### config.mk
export PLATFORM = sky130hd
export DESIGN_NAME = if_fetch
export DESIGN_NICKNAME = d
export VERILOG_FILES = /design/src/rtl/rv32i_types_pkg.sv /design/src/rtl/if_fetch_inst_decode.sv /design/src/rtl/if_fetch.sv
export SDC_FILE = /design/constraint.sdc
export NUM_CORES = 1
export LEC_CHECK = 0
export CORE_AREA = 10 10 282 284
export DETAILED_ROUTE_END_ITERATION = 8
export DIE_AREA = 0 0 292 294
export PLACE_DENSITY_LB_ADDON = 0.12
export SYNTH_ARGS = -nofsm -noshare
export SYNTH_HDL_FRONTEND = slang
export SYNTH_SLANG_ARGS = --single-unit
### constraint.sdc
create_clock -name clk -period 6.3 [get_ports clk]
set_input_delay 1.26 -clock clk [delete_from_list [all_inputs] [get_ports clk]]
set_output_delay 1.26 -clock clk [all_outputs]
set_load 0.05 [all_outputs]
### src/rtl/rv32i_types_pkg.sv
// Shared RV32I types for the fetch slice: FSM states, decoded-field bundle,
// branch-prediction and RVFI sideband structs.
package rv32i_types;

  localparam logic [31:0] RESET_PC = 32'h4000_0000;
  localparam logic [6:0]  OP_JAL   = 7'b1101111;
  localparam logic [6:0]  OP_BR    = 7'b1100011;

  typedef enum logic [1:0] {
    RESET_ST = 2'd0,
    FETCH    = 2'd1,
    DRAIN    = 2'd2
  } fetch_state_t;

  typedef struct packed {
    logic        pred_taken;
    logic [31:0] pred_target;
  } br_pred_sigs;

  typedef struct packed {
    logic        valid;
    logic [63:0] order;
    logic [31:0] inst;
    logic        trap;
    logic        halt;
    logic        intr;
    logic [1:0]  mode;
    logic [1:0]  ixl;
    logic [4:0]  rs1_addr;
    logic [4:0]  rs2_addr;
    logic [31:0] rs1_rdata;
    logic [31:0] rs2_rdata;
    logic [4:0]  rd_addr;
    logic [31:0] rd_wdata;
    logic [31:0] pc_rdata;
    logic [31:0] pc_wdata;
    logic [31:0] mem_addr;
    logic [3:0]  mem_rmask;
    logic [3:0]  mem_wmask;
    logic [31:0] mem_rdata;
    logic [31:0] mem_wdata;
  } rvfi_sigs;

  typedef struct packed {
    logic [6:0]  opcode;
    logic [2:0]  funct3;
    logic [6:0]  funct7;
    logic [4:0]  rs1;
    logic [4:0]  rs2;
    logic [4:0]  rd;
    logic [31:0] i_imm;
    logic [31:0] s_imm;
    logic [31:0] b_imm;
    logic [31:0] u_imm;
    logic [31:0] j_imm;
    br_pred_sigs pred;
  } decode_t;

endpackage

### src/rtl/if_fetch_inst_decode.sv
// Combinational RV32I field/immediate splitter; static branch prediction is
// added when BR_PRED_EN is defined.
module inst_decode
  import rv32i_types::*;
(
  input  logic [31:0] inst_i,
  input  logic [31:0] pc_i,
  output decode_t     dec_o
);

  logic [31:0] i_imm;
  logic [31:0] s_imm;
  logic [31:0] b_imm;
  logic [31:0] u_imm;
  logic [31:0] j_imm;
  logic [31:0] seq_pc;

  assign i_imm  = {{20{inst_i[31]}}, inst_i[31:20]};
  assign s_imm  = {{20{inst_i[31]}}, inst_i[31:25], inst_i[11:7]};
  assign b_imm  = {{19{inst_i[31]}}, inst_i[31], inst_i[7], inst_i[30:25], inst_i[11:8], 1'b0};
  assign u_imm  = {inst_i[31:12], 12'b0};
  assign j_imm  = {{11{inst_i[31]}}, inst_i[31], inst_i[19:12], inst_i[20], inst_i[30:21], 1'b0};
  assign seq_pc = pc_i + 32'd4;

  always_comb begin
    dec_o                  = '0;
    dec_o.opcode           = inst_i[6:0];
    dec_o.funct3           = inst_i[14:12];
    dec_o.funct7           = inst_i[31:25];
    dec_o.rs1              = inst_i[19:15];
    dec_o.rs2              = inst_i[24:20];
    dec_o.rd               = inst_i[11:7];
    dec_o.i_imm            = i_imm;
    dec_o.s_imm            = s_imm;
    dec_o.b_imm            = b_imm;
    dec_o.u_imm            = u_imm;
    dec_o.j_imm            = j_imm;
    dec_o.pred.pred_taken  = 1'b0;
    dec_o.pred.pred_target = seq_pc;
`ifdef BR_PRED_EN
    // Backward conditional branches are assumed to be loop closers.
    if (inst_i[6:0] == OP_JAL) begin
      dec_o.pred.pred_taken  = 1'b1;
      dec_o.pred.pred_target = pc_i + j_imm;
    end else if (inst_i[6:0] == OP_BR && inst_i[31]) begin
      dec_o.pred.pred_taken  = 1'b1;
      dec_o.pred.pred_target = pc_i + b_imm;
    end
`else
`endif
  end

endmodule

### src/rtl/if_fetch.sv
// Instruction-fetch stage with IF/ID output register, stall/redirect handling
// and optional static prediction (BR_PRED_EN).
module if_fetch
  import rv32i_types::*;
(
  input  logic        clk,
  input  logic        rst,
  output logic        imem_read,
  output logic [31:0] imem_address,
  input  logic [31:0] imem_rdata,
  input  logic        imem_resp,
  input  logic        stall_i,
  input  logic        redirect_i,
  input  logic [31:0] redirect_pc_i,
  output logic        valid_o,
  output logic [31:0] pc_o,
  output logic [6:0]  opcode_o,
  output logic [2:0]  funct3_o,
  output logic [6:0]  funct7_o,
  output logic [4:0]  rs1_o,
  output logic [4:0]  rs2_o,
  output logic [4:0]  rd_o,
  output logic [31:0] i_imm_o,
  output logic [31:0] s_imm_o,
  output logic [31:0] b_imm_o,
  output logic [31:0] u_imm_o,
  output logic [31:0] j_imm_o,
  output br_pred_sigs br_pred_sigs_o,
  output rvfi_sigs    rvfi_sigs_o
);

  fetch_state_t state_q, state_d;
  logic [31:0]  fetch_pc_q, fetch_pc_d;
  logic [31:0]  drain_addr_q, drain_addr_d;
  logic         valid_q, valid_d;
  logic [31:0]  pc_q, pc_d;
  logic [31:0]  inst_q, inst_d;
  decode_t      dec_q, dec_d;
  decode_t      dec_w;

  inst_decode u_inst_decode (
    .inst_i (imem_rdata),
    .pc_i   (fetch_pc_q),
    .dec_o  (dec_w)
  );

  always_comb begin
    state_d      = state_q;
    fetch_pc_d   = fetch_pc_q;
    drain_addr_d = drain_addr_q;
    valid_d      = valid_q;
    pc_d         = pc_q;
    inst_d       = inst_q;
    dec_d        = dec_q;
    case (state_q)
      RESET_ST: begin
        state_d = FETCH;
        valid_d = 1'b0;
        if (redirect_i) fetch_pc_d = redirect_pc_i;
      end
      FETCH: begin
        if (redirect_i) begin
          valid_d    = 1'b0;
          fetch_pc_d = redirect_pc_i;
          // Outstanding request must complete at its original address first.
          if (!imem_resp) begin
            state_d      = DRAIN;
            drain_addr_d = fetch_pc_q;
          end
        end else if (stall_i && valid_q) begin
          valid_d = 1'b1;
        end else if (imem_resp) begin
          valid_d    = 1'b1;
          pc_d       = fetch_pc_q;
          inst_d     = imem_rdata;
          dec_d      = dec_w;
          fetch_pc_d = dec_w.pred.pred_target;
        end else begin
          valid_d = 1'b0;
        end
      end
      DRAIN: begin
        valid_d = 1'b0;
        if (redirect_i) fetch_pc_d = redirect_pc_i;
        if (imem_resp)  state_d    = FETCH;
      end
      default: state_d = RESET_ST;
    endcase
  end

  always_ff @(posedge clk) begin
    if (!rst) begin
      state_q      <= RESET_ST;
      fetch_pc_q   <= RESET_PC;
      drain_addr_q <= '0;
      valid_q      <= 1'b0;
      pc_q         <= '0;
      inst_q       <= '0;
      dec_q        <= '0;
    end else begin
      state_q      <= state_d;
      fetch_pc_q   <= fetch_pc_d;
      drain_addr_q <= drain_addr_d;
      valid_q      <= valid_d;
      pc_q         <= pc_d;
      inst_q       <= inst_d;
      dec_q        <= dec_d;
    end
  end

  assign imem_read      = (state_q != RESET_ST);
  assign imem_address   = (state_q == DRAIN) ? drain_addr_q : fetch_pc_q;
  assign valid_o        = valid_q;
  assign pc_o           = pc_q;
  assign opcode_o       = dec_q.opcode;
  assign funct3_o       = dec_q.funct3;
  assign funct7_o       = dec_q.funct7;
  assign rs1_o          = dec_q.rs1;
  assign rs2_o          = dec_q.rs2;
  assign rd_o           = dec_q.rd;
  assign i_imm_o        = dec_q.i_imm;
  assign s_imm_o        = dec_q.s_imm;
  assign b_imm_o        = dec_q.b_imm;
  assign u_imm_o        = dec_q.u_imm;
  assign j_imm_o        = dec_q.j_imm;
  assign br_pred_sigs_o = dec_q.pred;

  always_comb begin
    rvfi_sigs_o          = '0;
    rvfi_sigs_o.inst     = inst_q;
    rvfi_sigs_o.pc_rdata = pc_q;
    rvfi_sigs_o.pc_wdata = dec_q.pred.pred_target;
  end

endmodule

==> flow_metrics.env <==
export IMPL_io_buffers=440
export IMPL_grt_pass1_wl_um=70080
export IMPL_cellLeakagePower_nw=5.137
export IMPL_synthDominantCellAreaShare_pct=36.89
export IMPL_peakVddDrop_mv=0.1400
export IMPL_dp_slack_ns=2.166
export IMPL_arrival_ns=3.25
export IMPL_critPathLaunchType="flop"
export IMPL_setup_violations=0
export IMPL_grt_pass1_vias=9034
export IMPL_path_max_fanout=24
export IMPL_hold_buffers=0
export IMPL_layout_setup_ws_ns=1.793
export IMPL_initial_core_util_pct=15.36
export IMPL_netlist_area_um2=11360
export IMPL_insertion_delay_ns=0.46
export IMPL_die_area_um2=85850
export IMPL_p_total_w=0.003344
export IMPL_fmaxAchievable_mhz=221.9
export IMPL_rows=100
export IMPL_ys_seq_elements=161
export IMPL_clockBufferDepth=2
export IMPL_yosysWarnings=0
export IMPL_synth_edff_count=0
export IMPL_hp_class="reg -> reg"
export IMPL_finalSetupTns_ns=0
export IMPL_drv_cap=0
export IMPL_use_met3_pct=4.555
export IMPL_required_ns=5.04
export IMPL_crit_chain="nor2b_4 -> buf_4 -> mux2_2 -> clkdlybuf4s50_1"
export IMPL_seq_area_um2=3224
export IMPL_die_h_um=294
export IMPL_hold_viol=0
export IMPL_hpwlAfterDp_um=40930
export IMPL_holdPathStages=2
export IMPL_syn_avg_cell_area_um2=7.773
export IMPL_synth_most_common_cell="buf_4"
export IMPL_p_per_area_nw_per_um2=234.0
export IMPL_yosysUniqueCellTypes=57
export IMPL_postSynthCellCount=1461
export IMPL_tightest_slew_ns=1.109
export IMPL_fin_skew_ns=0.009441
export IMPL_hp_start="drain_addr_q[0]"
export IMPL_slew_limit_headroom_pct=26.09
export IMPL_firstDrtPassIters=4
export IMPL_coreArea_um2=73950
export IMPL_htreeDepth=4
export IMPL_antenna_found_initial=12
export IMPL_rr_startpoint="fetch_pc_q[2]"
export IMPL_track_usage_pct=11.27
export IMPL_cts_tree="yes"
export IMPL_max_stage_delay_ns=0.79
export IMPL_clk_pin_slew_worst_paths_ns=0.06
export IMPL_outcome="complete, no violations"
export IMPL_crit_path_end_kind="output pin"
export IMPL_grt_busiest_layer="met2"
export IMPL_slowest_stage="nor2b_4"
export IMPL_layout_min_cycle_time_ns=4.507
export IMPL_cts_buffers_inserted=17
export IMPL_synthTopCellsByArea="buf_4 (37%), dfxtp_1 (28%), nand2_1 (7.7%)"
export IMPL_clock_sinks=161
export IMPL_r2r_end="fetch_pc_q[28]"
export IMPL_drtIter0Drc=337
export IMPL_overflow=0
export IMPL_met1_usage_pct=12.21
export IMPL_synth_largest_area_cell="buf_4"
export IMPL_multiInputGateArea_um2=4736
export IMPL_hold_end="drain_addr_q[0]"
export IMPL_syn_to_final_growth_pct=25.83
export IMPL_clockRootBuffer="clkbuf_16"
export IMPL_ios=743
export IMPL_drt_total_wl_um=51430
export IMPL_rsz0062_at_grt="false"
export IMPL_dieWidth_um=292
export IMPL_r2r_slack_ns=3.70
export IMPL_routedWlPerCell_um=19.94
export IMPL_synth_seq_area_share_pct=28.38
export IMPL_worst_r2r_path_depth=6
export IMPL_hold_slack_ns=0.4495
export IMPL_grt_start_max_net_pins=79
export IMPL_slew_viol_final=0
export IMPL_drive_gt1_share_pct=5.729
export IMPL_place_congestion=0.6799
export IMPL_drc=0
export IMPL_synth_common_cells="buf_4 (558), nand2_1 (233), dfxtp_1 (161)"
export IMPL_nets=1664
export IMPL_ant_nets=0
export IMPL_async_flop_share_pct=0
export IMPL_vias_per_cell=3.425
export IMPL_cts_setup_buffers=0
export IMPL_met2_usage_pct=20.20
export IMPL_period_share_pct=71.54
export IMPL_cts_resized=0
export IMPL_nFillCells=8206
export IMPL_vias=8833
export IMPL_synth_ff_type="dfxtp_1"
export IMPL_criticalPathCategory="reg -> out"
[per-stage QoR]
stage	instances	util [%]	cell area, µm²
after floorplan	1762	-	12490
after global placement	2544	18.52	13700
after detailed placement	2544	18.52	13700
after CTS	2575	19.31	14280
after global routing	2576	19.31	14280
final	2579	19.32	14290
[cells by family after synthesis]
| group | count (synthesis) | share of synthesized area (%) |
|---|---|---|
| AO/OA/AOI/OAI | 230 | 11.61 |
| AND/OR/NAND/NOR | 361 | 14.43 |
| XOR/XNOR | 27 | 2.082 |
| multiplexers | 34 | 3.294 |
| other | 1 | 0.03302 |
| flip-flops | 161 | 28.38 |
| buffers and inverters | 646 | 40.05 |
| adder cells (fa/ha/maj) | 1 | 0.1102 |
[layer usage]
layer	vias to the layer above	wire (µm)
met5	-	99
met4	16	653
met1	4124	20280
met3	48	4250
met2	451	26150
li1	4194	-
[where the power goes]
group	switching, W	internal (W)	total [W]	leakage [nW]
Clock	0.000468	0.000613	0.00108	0.272
Combinational	0.000882	0.000238	0.00112	3.56
Sequential	0.0000848	0.00106	0.00114	1.31
Total	0.00144	0.00191	0.00334	5.14
[worst max path at each step]
stage	depth (start not counted)	slack [ns]	end	start
after floorplan	1	2.77	b_imm_o[13]	inst_q[31]
after global placement	6	2.19	pc_o[19]	redirect_i
after detailed placement	6	2.17	inst_q[24]	redirect_i
after CTS	4	1.66	imem_address[19]	state_q[1]
after global routing	4	1.59	imem_address[18]	state_q[1]
final	4	1.79	imem_address[19]	state_q[1]
[cell usage in the layout (no fill, tap or decap), types with 4 or more instances in the layout]
| cell | n |
|---|---|
| clkdlybuf4s50_1 | 439 |
| xnor2_1 | 17 |
| buf_4 | 13 |
| and2_1 | 4 |
| clkinvlp_4 | 4 |
| diode_2 | 4 |
| nand3_1 | 20 |
| nor3_1 | 18 |
| dfxtp_1 | 160 |
| a22oi_1 | 9 |
| a32oi_1 | 5 |
| nor4_1 | 9 |
| nor2_1 | 36 |
| and3_1 | 5 |
| and4_1 | 4 |
| a21oi_1 | 134 |
| nand2_1 | 233 |
| clkbuf_16 | 17 |
| o22ai_1 | 15 |
| a211oi_1 | 11 |
| conb_1 | 302 |
| inv_1 | 5 |
| o21a_1 | 6 |
| mux2i_1 | 7 |
| o21ai_0 | 31 |
| xor2_1 | 10 |
| mux2_2 | 27 |
| nand4_1 | 6 |
[registers in the layout, indices dropped and copies added, names as in the netlist]
signal / flops
drain_addr_q: 32
fetch_pc_q: 32
inst_q: 32
pc_o: 32
br_pred_sigs_o: 30
state_q: 2
valid_o: 1
[final cells by class]
| class | count | area share [%] |
|---|---|---|
| multi-input cells | 955 | 33.14 |
| well taps | 969 | 8.485 |
| inverters | 6 | 0.1926 |
| flip-flops and latches | 161 | 22.57 |
| repair buffers | 453 | 31.47 |
| clock inverters | 8 | 0.7268 |
| diodes | 4 | 0.07005 |
| clock buffers | 23 | 3.345 |
[worst max-delay path: cells and delay by family (launching register included)]
kind	cells	cell delay, ns
flops	1	0.49
buf+inv	2	1.11
simple gates	1	0.79
mux	1	0.38
Note: power is estimated with default switching activity, not from simulation.
